--- src/rtl/debounce_fsm.sv ---
// Switch debouncer: 2-flop synchronizer, free-running tick generator and a
// 4-state Moore FSM that needs CONFIRM stable ticks before moving db.
module debounce_fsm #(
  parameter int unsigned TICK_BITS = 17,
  parameter int unsigned CONFIRM   = 3
) (
  input  logic clk,
  input  logic reset,
  input  logic sw,
  output logic db,
  output logic tick,
  output logic waiting
);

  typedef enum logic [1:0] {
    StZero  = 2'b00,
    StWait1 = 2'b01,
    StOne   = 2'b10,
    StWait0 = 2'b11
  } state_e;

  localparam logic [3:0] ConfirmLast = 4'(CONFIRM - 1);

  logic [1:0]           r_sync;
  logic [TICK_BITS-1:0] r_tick_cnt;
  logic [3:0]           r_cnt;
  state_e               r_state;

  logic                 w_sw_s;
  logic                 w_tick;
  logic [3:0]           w_cnt_d;
  state_e               w_state_d;

  assign w_sw_s = r_sync[1];
  assign w_tick = &r_tick_cnt;
  assign tick   = w_tick;

  always_ff @(posedge clk) begin
    if (reset) begin
      r_sync     <= 2'b00;
      r_tick_cnt <= '0;
      r_cnt      <= 4'd0;
      r_state    <= StZero;
    end else begin
      r_sync     <= {r_sync[0], sw};
      r_tick_cnt <= r_tick_cnt + TICK_BITS'(1);
      r_cnt      <= w_cnt_d;
      r_state    <= w_state_d;
    end
  end

  // An input flip back to the current db level aborts the wait, even on a tick.
  always_comb begin
    w_state_d = r_state;
    w_cnt_d   = r_cnt;
    unique case (r_state)
      StZero: begin
        if (w_sw_s) begin
          w_state_d = StWait1;
          w_cnt_d   = 4'd0;
        end
      end
      StWait1: begin
        if (!w_sw_s) begin
          w_state_d = StZero;
        end else if (w_tick) begin
          if (r_cnt == ConfirmLast) w_state_d = StOne;
          else                      w_cnt_d   = r_cnt + 4'd1;
        end
      end
      StOne: begin
        if (!w_sw_s) begin
          w_state_d = StWait0;
          w_cnt_d   = 4'd0;
        end
      end
      StWait0: begin
        if (w_sw_s) begin
          w_state_d = StOne;
        end else if (w_tick) begin
          if (r_cnt == ConfirmLast) w_state_d = StZero;
          else                      w_cnt_d   = r_cnt + 4'd1;
        end
      end
      default: w_state_d = StZero;
    endcase
  end

  always_comb begin
    db      = 1'b0;
    waiting = 1'b0;
    case (r_state)
      StOne:   db = 1'b1;
      StWait0: begin
        db      = 1'b1;
        waiting = 1'b1;
      end
      StWait1: waiting = 1'b1;
      default: ;
    endcase
  end

endmodule

--- config.mk ---
export PLATFORM = sky130hd
export DESIGN_NAME = debounce_fsm
export DESIGN_NICKNAME = d
export VERILOG_FILES = /design/src/rtl/debounce_fsm.sv
export SDC_FILE = /design/constraint.sdc
export NUM_CORES = 1
export LEC_CHECK = 0
export BUFFER_PORTS_ARGS = -buffer_cell sky130_fd_sc_hd__clkbuf_2
export CAP_MARGIN = 20
export CORE_MARGIN = 3
export CORE_UTILIZATION = 50
export CTS_CLUSTER_DIAMETER = 200
export DETAILED_ROUTE_END_ITERATION = 16
export GPL_TIMING_DRIVEN = 0
export MAX_ROUTING_LAYER = met4
export PLACE_DENSITY = 0.7
export SLEW_MARGIN = 20
export SYNTH_ARGS = -nofsm -noshare
export SYNTH_HDL_FRONTEND = slang
export SYNTH_SLANG_ARGS = --single-unit
--- constraint.sdc ---
create_clock -name clk -period 2.2 [get_ports clk]
set_input_delay 0 -clock clk [delete_from_list [all_inputs] [get_ports clk]]
set_output_delay 0 -clock clk [all_outputs]
set_load 0.005 [all_outputs]
==> impl_metrics.csv, run 1 <==
group,metric,value,unit
cells_and_area,nFillCells,220,
logic_synthesis,post_synth_instance_area,1210,um^2
floorplan,initial_utilization,53.5,%
routing,route.antenna.remaining_nets,0,
global_route,global_route.overflow_total,0,
logic_synthesis,synth_area_per_cell,8.80,um^2
setup_path,crit_arrival,2310,ps
worst_hold_path,hold-path-endpoint,"r_tick_cnt[11]",
logic_synthesis,seq_area_frac_synth,41.5,%
global_route,grt_start_max_net_pins,14,
clocking,cts_tree,"built",
floorplan,num_rows,17,
setup_path,critical_path.startpoint,"r_tick_cnt[1]",
logic_synthesis,synth_cells,137,
clocking,clockBufferDepth,2,
power_and_ir_drop,ir_drop,0.453,mV
place,place_hpwl,1.62,mm
sta,timing.final.max_slew_violations,0,
sta,setup_viol_count_final,0,
logic_synthesis,synthesis.nets,144,
global_route,grt_pass1_vias,917,
flow_run,max-cap-violations,0,
global_route,grt_first_pass_wirelength,3.84,mm
clocking,clk-insertion-delay-late,320,ps
place,numPlacedInstances,170,
status,status,"complete, no violations",
cells_and_area,fin_cells,176,
routing,vias,1045,
setup_path,critical_path.n_buffers_inverters,1,
sta,min_period_over_period,93.2,%
clocking,cts-buffers-inserted,3,
sta,clock.fmax,0.488,GHz
sta,totalNegativeSetupSlack,0,ps
cells_and_area,final_nets,156,
routing,route.detailed.vias_per_inst,5.94,
setup_path,critical_path.startpoint_type,"flop",
setup_path,number_of_cells_traversed_by_the_worst_register_to_register_path,8,
floorplan,die_y,55.1,um
clocking,htree_levels,1,
setup_path,cpPeakStageDelay,380,ps
logic_synthesis,ys_seq_elements,25,
routing,drt_first_pass_iters,5,
power_and_ir_drop,cell_area_power_density,528,nW/um^2
setup_path,cp_top_family,"simple AND/OR/NAND/NOR gates",
routing,detail_route.wl_per_cell,13.4,um
floorplan,die_width,55.1,um
cells_and_area,final_layout_size_suffix_gt1_share,16.2,%
routing,finalWirelength,2.36,mm
global_route,globalRouteTotalUtil,18.1,%
clocking,path_clk_slew,130,ps
logic_synthesis,ys_async_sr_fraction,0,%
setup_path,timing.critical_path.to_type,"flop",
worst_hold_path,hold-path-cell-count,3,
sta,worst_pin_slew,411,ps
place,place_worst_setup_slack,-211,ps
sta,fin_worst_hold_slack,88.0,ps
setup_path,worst_path_slowest_cell,"sky130_fd_sc_hd__dfxtp_1",
worst_hold_path,hold_class,"in -> reg",
sta,final.setup_skew,3.47,ps
setup_path,path_cells,"ha_1, nand4_1, nor3_2, and4_1, ha_4, inv_1, or3_1, a21oi_1",
clocking,cts.sinks,25,
floorplan,dieArea,3040,um^2
setup_path,crit_required,2460,ps
floorplan,placeableCoreArea,2250,um^2
place,gp_congestion,0.803,
logic_synthesis,dominantRegCellSynth,"sky130_fd_sc_hd__dfxtp_1",
sta,post-route-min-period,2050,ps
sta,setup_repair_after_global_routing_missed_its_margin,"false",
logic_synthesis,synthesis.yosys.warnings,0,
setup_path,regToRegSetupSlack,150,ps
setup_path,regToRegStartpoint,"r_tick_cnt[1]",
logic_synthesis,synth-edff-count,0,
sta,timing.final.hold_violations,0,
cells_and_area,syn2layout_area_growth,10.2,%
logic_synthesis,post_synth_num_cell_types,32,
power_and_ir_drop,power.static_leakage,0.472,nW
global_route,antenna_violations_before_repair,0,
place,total_of_buffers_placed_on_input_and_output_ports,5,
routing,drc_errors,0,
sta,slew_headroom,72.4,%
cells_and_area,total_inserted_antenna_cells,0,
setup_path,highest_net_fanout_along_the_worst_path,9,
worst_hold_path,hold_path_startpoint,"reset",
floorplan,top_level_ports,6,
clocking,clock-root-buffer,"sky130_fd_sc_hd__clkbuf_4",
setup_path,worstSetupPathType,"reg -> reg",
routing,drtIter0Drc,30,
sta,post-route-worst-setup-slack,149,ps
==> layout by cell type (no fill, tap or decap), types with 6 or more instances in the layout <==
cell                      count
sky130_fd_sc_hd__a21oi_1      7
sky130_fd_sc_hd__dfxtp_1     24
sky130_fd_sc_hd__inv_1        6
sky130_fd_sc_hd__mux2_2       6
sky130_fd_sc_hd__nand2_1      8
sky130_fd_sc_hd__nand4_1      7
sky130_fd_sc_hd__nor2_1      11
sky130_fd_sc_hd__nor2b_1     12
==> logic make-up after synthesis <==
logic type | share of synthesized area (%)
xor gates and xnor gates | 3.63
DFF | 41.5
adders and majority gates | 4.15
muxes | 5.60
AOI/OAI and AO/OA | 9.85
and+or+nand+nor | 31.2
buffers and inverters | 4.05
==> synthesized netlist by cell type, drive strengths merged (3+ instances only) <==
library cell	n	area share (%)
buf	3	1.2
mux2	6	5.6
ha	4	4.1
nand4	8	4.7
clkbuf	3	0.93
nand3	5	2.1
nor2b	12	6.2
or3	4	2.1
a21oi	7	2.9
o21ai	5	2.1
nor2	11	3.4
nor4	5	2.6
dfxtp	25	41
xor2	3	2.2
nand2	9	3.0
inv	6	1.9
==> stage by stage <==
stage | instance area, um^2 | total power (W) | utilization (%)
6_report | 1330 | 0.000702 | 58.9
4_1_cts | 1320 | 0.000709 | 58.4
2_1_floorplan | 1210 | 0.000496 | -
3_5_place_dp | 1270 | 0.000507 | 56.2
5_1_grt | 1330 | 0.000729 | 58.9
3_3_place_gp | 1270 | 0.000505 | 56.2
==> routing by layer <==
layer  vias up  wire length (um)  global-route usage (%)
met3         4               138                    3.49
met5         -                 0                       -
met4         0                32                    6.48
met2        32              1150                    29.7
met1       495              1040                    21.9
li1        514                 -                       -
==> worst max path at each step <==
stage	end	slack, ps	cells past startpoint
floorplan	flop	130	8
global placement	flop	-170	8
detailed placement	flop	-210	8
CTS	flop	60	8
global route	flop	30	8
finish	flop	150	8
==> what timing repair did <==
action                                  in CTS  in global routing
buffers inserted                             1                  0
endpoints found under the hold margin        1                  0
pin swaps                                    1                  0
endpoints found under the setup margin       4                  1
hold buffers                                 1                  0
gates resized for setup                      2                  2
==> flip-flops by register name, indices dropped and copies added (netlist names), named ones only <==
signal	count
r_sync	2
r_tick_cnt	17
r_cnt	4
r_state	1
==> power breakdown <==
part | leakage, nW | internal, W | switching (W)
registers | 0.203 | 0.000460 | 0.00000634
logic | 0.254 | 0.0000135 | 0.0000189
clock network | 0.0150 | 0.0000709 | 0.000132
total | 0.472 | 0.000544 | 0.000158
==> tightest hold or removal path, cell delays in order <==
cell and delay, ps:
sky130_fd_sc_hd__clkbuf_2 130, sky130_fd_sc_hd__nor2b_1 110, sky130_fd_sc_hd__mux2_2 140
==> cell type report <==
class / count / area (um^2) / area share (%)
Buffer: 6 / 26.3 / 1.98
Clock buffer: 4 / 26.3 / 1.98
Inverter: 6 / 22.5 / 1.69
Multi-Input combinational cell: 100 / 674 / 50.8
Sequential cell: 25 / 502 / 37.8
Tap cell: 28 / 35.0 / 2.64
Timing Repair Buffer: 7 / 42.5 / 3.20
(Power assumes the default switching activity.)
==> run 2, diff against run 1 <==
--- a/config.mk
+++ b/config.mk
@@ -13,7 +13,7 @@
 export DETAILED_ROUTE_END_ITERATION = 16
 export GPL_TIMING_DRIVEN = 0
 export MAX_ROUTING_LAYER = met4
-export PLACE_DENSITY = 0.7
+export PLACE_DENSITY = 0.67
 export SLEW_MARGIN = 20
 export SYNTH_ARGS = -nofsm -noshare
 export SYNTH_HDL_FRONTEND = slang
==> constraint.sdc (replaced) <==
create_clock -name clk -period 2.5 [get_ports clk]
set_input_delay 0 -clock clk [delete_from_list [all_inputs] [get_ports clk]]
set_output_delay 0 -clock clk [all_outputs]
set_load 0.005 [all_outputs]
==> run 2 against run 1 <==
Die area did not move. Non-clock buffer count did not move. Worst hold slack got worse by 5.2 ps. Via count fell by 5.5%. Routed wire length fell by 7.9%. Combinational power fell by 15%. Clock power fell by 11%. Design area fell by 0.85%. Highest routed layer unchanged. Global-route usage fell by 0.85 points. Register-to-register slack improved by 190 ps.
==> impl_metrics.csv, run 2 (synthesis results as in run 1) <==
group,metric,value,unit
setup_path,crit_arrival,2430,ps
worst_hold_path,hold_path_startpoint,"reset",
clocking,cts_tree,"built",
routing,route.detailed.vias_per_inst,5.61,
clocking,clk-insertion-delay-late,320,ps
clocking,path_clk_slew,130,ps
floorplan,placeableCoreArea,2250,um^2
cells_and_area,layout.cells.most_common,"sky130_fd_sc_hd__dfxtp_1",
routing,drt_first_pass_iters,4,
setup_path,timing.critical_path.to_type,"flop",
status,status,"complete, no violations",
sta,min_period_over_period,86.6,%
power_and_ir_drop,power.switching,0.000140,W
global_route,grt_start_max_net_pins,14,
global_route,global_route.overflow_total,0,
floorplan,num_rows,17,
floorplan,die_y,55.1,um
clocking,clockBufferDepth,2,
cells_and_area,top_library_cells_by_usage_in_the_layout_fill_and_taps_aside,"sky130_fd_sc_hd__dfxtp_1 (25), sky130_fd_sc_hd__nor2b_1 (12), sky130_fd_sc_hd__nor2_1 (11)",
global_route,antenna_violations_before_repair,0,
sta,clock.fmax,0.462,GHz
place,total_of_buffers_placed_on_input_and_output_ports,5,
cells_and_area,total_inserted_antenna_cells,0,
power_and_ir_drop,cell_area_power_density,469,nW/um^2
place,place_hpwl,1.51,mm
sta,final.setup_skew,1.99,ps
routing,drc_errors,0,
worst_hold_path,hold_class,"in -> reg",
setup_path,highest_net_fanout_along_the_worst_path,9,
cells_and_area,layout_top_registers,"r_tick_cnt x17, r_cnt x4, r_sync x2",
sta,worst_pin_slew,426,ps
power_and_ir_drop,ir_drop,0.348,mV
global_route,grt_pass1_vias,833,
cells_and_area,final_layout_size_suffix_gt1_share,15.5,%
floorplan,initial_utilization,53.5,%
cells_and_area,final_nets,156,
cells_and_area,max_flop_register,"r_tick_cnt",
routing,route.antenna.remaining_nets,0,
clocking,cts-buffers-inserted,3,
flow_run,max-cap-violations,0,
sta,totalNegativeSetupSlack,0,ps
power_and_ir_drop,pwr-share-clk,29.3,%
routing,drtIter0Drc,29,
global_route,grt_first_pass_wirelength,3.69,mm
sta,fin_worst_hold_slack,82.8,ps
clocking,clock-root-buffer,"sky130_fd_sc_hd__clkbuf_4",
setup_path,crit_required,2760,ps
floorplan,top_level_ports,6,
place,gp_congestion,0.768,
sta,timing.final.hold_violations,0,
routing,vias,988,
cells_and_area,nFillCells,216,
setup_path,critical_path.startpoint_type,"flop",
cells_and_area,syn2layout_area_growth,9.23,%
setup_path,critical_path.startpoint,"r_tick_cnt[0]",
sta,setup_viol_count_final,0,
routing,detail_route.wl_per_cell,12.3,um
sta,setup_repair_after_global_routing_missed_its_margin,"false",
clocking,htree_levels,1,
setup_path,worstSetupPathType,"reg -> reg",
cells_and_area,number_of_flip_flops_in_the_largest_register,17,
floorplan,die_width,55.1,um
routing,finalWirelength,2.17,mm
clocking,cts.sinks,25,
sta,timing.final.max_slew_violations,0,
power_and_ir_drop,power.static_leakage,0.472,nW
floorplan,dieArea,3040,um^2
setup_path,regToRegStartpoint,"r_tick_cnt[0]",
power_and_ir_drop,sequentialPowerShare,66.3,%
sta,slew_headroom,71.4,%
sta,post-route-min-period,2170,ps
power_and_ir_drop,comb_power_share,4.5,%
power_and_ir_drop,power.share.switching,22.6,%
global_route,globalRouteTotalUtil,17.2,%
setup_path,regToRegSetupSlack,330,ps
power_and_ir_drop,internal,0.000479,W
run 2: cell counts in the layout (fill, tap and decap cells not counted):
No cell type changed its count.
run 2: power groups by stage:
stage	sequential (W)	combinational (W)	clock (W)
after CTS	0.000410	0.0000278	0.000187
after detailed placement	0.000419	0.0000265	0
final	0.000410	0.0000276	0.000181
after global placement	0.000418	0.0000259	0
after floorplan	0.000418	0.0000188	0
after global routing	0.000411	0.0000311	0.000196
run 2: final timing paths:
kind,cells after the start,endpoint
setup / recovery,8,flop
hold / removal,3,r_tick_cnt[12]
setup reg to reg,8,flop
hold reg to reg,1,r_sync[1]
run 2: critical path, cell delays in order, from the launching register on:
cell and delay [ps]:
sky130_fd_sc_hd__dfxtp_1 400, sky130_fd_sc_hd__ha_1 220, sky130_fd_sc_hd__nand4_1 160, sky130_fd_sc_hd__nor3_2 250, sky130_fd_sc_hd__and4_1 240, sky130_fd_sc_hd__ha_2 280
sky130_fd_sc_hd__inv_1 90, sky130_fd_sc_hd__or3_1 350, sky130_fd_sc_hd__a21oi_1 120
run 2: metrics by stage:
step                utilization (%)  worst slack (ps)  std cells  total power [W]  area [um^2]
floorplan                         -               428        137         0.000436         1210
global placement               56.2               109        170         0.000444         1270
detailed placement             56.2              57.4        170         0.000445         1270
CTS                            57.8              25.4        175         0.000625         1300
global route                   58.4               105        176         0.000638         1320
finish                         58.4               334        176         0.000618         1320
run 2: area by class of cell:
cell class / instances / area [um^2] / area share [%]
plain buffers: 6 / 26.3 / 1.99
multi-input cells: 100 / 664 / 50.4
inverters: 6 / 22.5 / 1.71
clock buffers: 4 / 26.3 / 1.99
well taps: 28 / 35.0 / 2.66
repair buffers: 7 / 42.5 / 3.23
flip-flops and latches: 25 / 500 / 38.0
run 2: metal layers:
metal	wire, um	up-vias	part of all wire (%)	global-route usage, %
met2	958	8	44	24.4
li1	-	517	-	-
met5	0	-	0	-
met4	40	0	1.8	7.69
met1	1130	458	52	24.1
met3	44	5	2.0	2.41
run 2: repair_timing:
action | CTS | global route
setup buffers | 0 | 1
endpoints found under the hold margin | 1 | 0
resized for setup | 0 | 2
endpoints found under the setup margin | 0 | 5
hold buffers | 1 | 0
==> run 3, diff against run 2 <==
==> constraint.sdc (replaced) <==
create_clock -name clk -period 2.6 [get_ports clk]
set_input_delay 0 -clock clk [delete_from_list [all_inputs] [get_ports clk]]
set_output_delay 0 -clock clk [all_outputs]
set_load 0.005 [all_outputs]
==> run 3 against run 2 <==
Cell count shrank 0.57%. Sequential share of layout area grew 0.22 points. Sequential power shrank 4%. Clock skew grew 2.4 ps. Design area shrank 0.57%. Critical path type unchanged. Largest power group unchanged. Highest routed layer unchanged.
==> impl_metrics.csv, run 3 (synthesis results as in run 1) <==
group,metric,value,unit
sta,final.setup_skew,4.39,ps
clocking,path_clk_slew,130,ps
setup_path,number_of_cells_traversed_by_the_worst_register_to_register_path,8,
routing,drt_first_pass_iters,4,
sta,min_period_over_period,90.1,%
sta,clock.fmax,0.427,GHz
worst_hold_path,hold-path-cell-count,3,
sta,timing.final.hold_violations,0,
routing,route.detailed.vias_per_inst,5.68,
worst_hold_path,hold-path-endpoint,"r_tick_cnt[12]",
setup_path,worstSetupPathType,"reg -> reg",
cells_and_area,fin_cells,175,
power_and_ir_drop,cell_area_power_density,452,nW/um^2
floorplan,num_rows,17,
cells_and_area,layout_top_registers,"r_tick_cnt x17, r_cnt x4, r_sync x2",
clocking,cts-buffers-inserted,3,
floorplan,initial_utilization,53.5,%
cells_and_area,top_library_cells_by_usage_in_the_layout_fill_and_taps_aside,"sky130_fd_sc_hd__dfxtp_1 (25), sky130_fd_sc_hd__nor2b_1 (12), sky130_fd_sc_hd__nor2_1 (11)",
routing,drtIter0Drc,23,
power_and_ir_drop,ir_drop,0.334,mV
global_route,antenna_violations_before_repair,0,
cells_and_area,final_layout_size_suffix_gt1_share,15.0,%
setup_path,regToRegStartpoint,"r_tick_cnt[0]",
place,place_worst_setup_slack,157,ps
worst_hold_path,hold_class,"in -> reg",
power_and_ir_drop,fin_total_pwr,0.000593,W
place,numPlacedInstances,170,
power_and_ir_drop,power.static_leakage,0.467,nW
floorplan,dieArea,3040,um^2
clocking,cts_tree,"built",
sta,setup_viol_count_final,0,
sta,worst_pin_slew,426,ps
place,gp_congestion,0.768,
status,status,"complete, no violations",
sta,post-route-worst-setup-slack,259,ps
cells_and_area,final_nets,155,
floorplan,placeableCoreArea,2250,um^2
setup_path,regToRegSetupSlack,260,ps
sta,setup_repair_after_global_routing_missed_its_margin,"false",
routing,drc_errors,0,
routing,detail_route.wl_per_cell,12.4,um
global_route,grt_start_max_net_pins,14,
setup_path,crit_required,2860,ps
clocking,clock-root-buffer,"sky130_fd_sc_hd__clkbuf_4",
sta,slew_headroom,71.4,%
flow_run,max-cap-violations,0,
cells_and_area,layout.cells.most_common,"sky130_fd_sc_hd__dfxtp_1",
setup_path,highest_net_fanout_along_the_worst_path,9,
cells_and_area,total_inserted_antenna_cells,0,
global_route,grt_first_pass_wirelength,3.69,mm
worst_hold_path,hold_path_startpoint,"reset",
clocking,cts_setup_buffers,0,
setup_path,crit_arrival,2600,ps
place,place_hpwl,1.51,mm
cells_and_area,syn2layout_area_growth,8.61,%
setup_path,critical_path.startpoint_type,"flop",
clocking,clockBufferDepth,2,
setup_path,timing.critical_path.to_type,"flop",
sta,totalNegativeSetupSlack,0,ps
cells_and_area,max_flop_register,"r_tick_cnt",
sta,timing.final.max_slew_violations,0,
cells_and_area,number_of_flip_flops_in_the_largest_register,17,
clocking,clk-insertion-delay-late,320,ps
floorplan,die_y,55.1,um
sta,post-route-min-period,2340,ps
global_route,grt_pass1_vias,833,
cells_and_area,nFillCells,218,
floorplan,top_level_ports,6,
cells_and_area,post-route-util,58.1,%
routing,route.antenna.remaining_nets,0,
routing,vias,994,
clocking,htree_levels,1,
routing,finalWirelength,2.17,mm
clocking,cts.sinks,25,
global_route,global_route.overflow_total,0,
place,total_of_buffers_placed_on_input_and_output_ports,5,
floorplan,die_width,55.1,um
global_route,globalRouteTotalUtil,17.2,%
[run 3: timing repair]
action                     in CTS  in global routing
hold endpoints to repair        1                  0
setup endpoints to repair       0                  2
hold buffers                    1                  0
resized for setup               0                  2
[run 3: report_power, final]
| group | leakage [nW] | switching, W | total (W) | internal (W) |
|---|---|---|---|---|
| clock network | 0.0150 | 0.000112 | 0.000172 | 0.0000600 |
| logic | 0.250 | 0.0000152 | 0.0000264 | 0.0000112 |
| registers | 0.202 | 0.00000511 | 0.000394 | 0.000389 |
[run 3: cell type report]
class	count	area, um^2	share of cell area (%)
multi-input cells	100	664	50.7
flip-flops and latches	25	500	38.2
inverters	6	22.5	1.72
well taps	28	35.0	2.67
clock buffers	4	26.3	2.01
repair buffers	6	35.0	2.67
plain buffers	6	26.3	2.01
[run 3: how the worst max path moves through the flow]
stage          cells after the start          start  slack [ps]    to
4_1_cts                            8  r_tick_cnt[0]         130  flop
2_1_floorplan                      8  r_tick_cnt[0]         530  flop
3_3_place_gp                       8  r_tick_cnt[0]         210  flop
6_report                           8  r_tick_cnt[0]         260  flop
3_5_place_dp                       8  r_tick_cnt[0]         160  flop
5_1_grt                            8  r_tick_cnt[0]          40  flop
[run 3: per-layer routing]
metal / GRT usage, % / part of all wire [%] / vias to the layer above / wire, um
li1: - / - / 519 / -
met1: 24.1 / 51 / 456 / 1110
met2: 24.4 / 44 / 14 / 954
met3: 2.41 / 3.0 / 5 / 65
met4: 7.69 / 1.8 / 0 / 40
met5: - / 0 / - / 0
[run 3: through the flow]
| stage | hold slack [ps] | instance area [um^2] |
|---|---|---|
| 6_report | 83.0 | 1310 |
| 5_1_grt | 88.5 | 1310 |
| 2_1_floorplan | 128 | 1210 |
| 3_3_place_gp | 214 | 1270 |
| 4_1_cts | 77.2 | 1300 |
| 3_5_place_dp | 215 | 1270 |
[run 3: worst max-delay path: stages (launching register included)]
cell and delay, ps:
sky130_fd_sc_hd__dfxtp_1 400, sky130_fd_sc_hd__ha_1 220, sky130_fd_sc_hd__nand4_1 290, sky130_fd_sc_hd__nor3_2 300, sky130_fd_sc_hd__and4_1 240, sky130_fd_sc_hd__ha_2 280, sky130_fd_sc_hd__inv_1 90, sky130_fd_sc_hd__or3_1 350
sky130_fd_sc_hd__a21oi_1 120
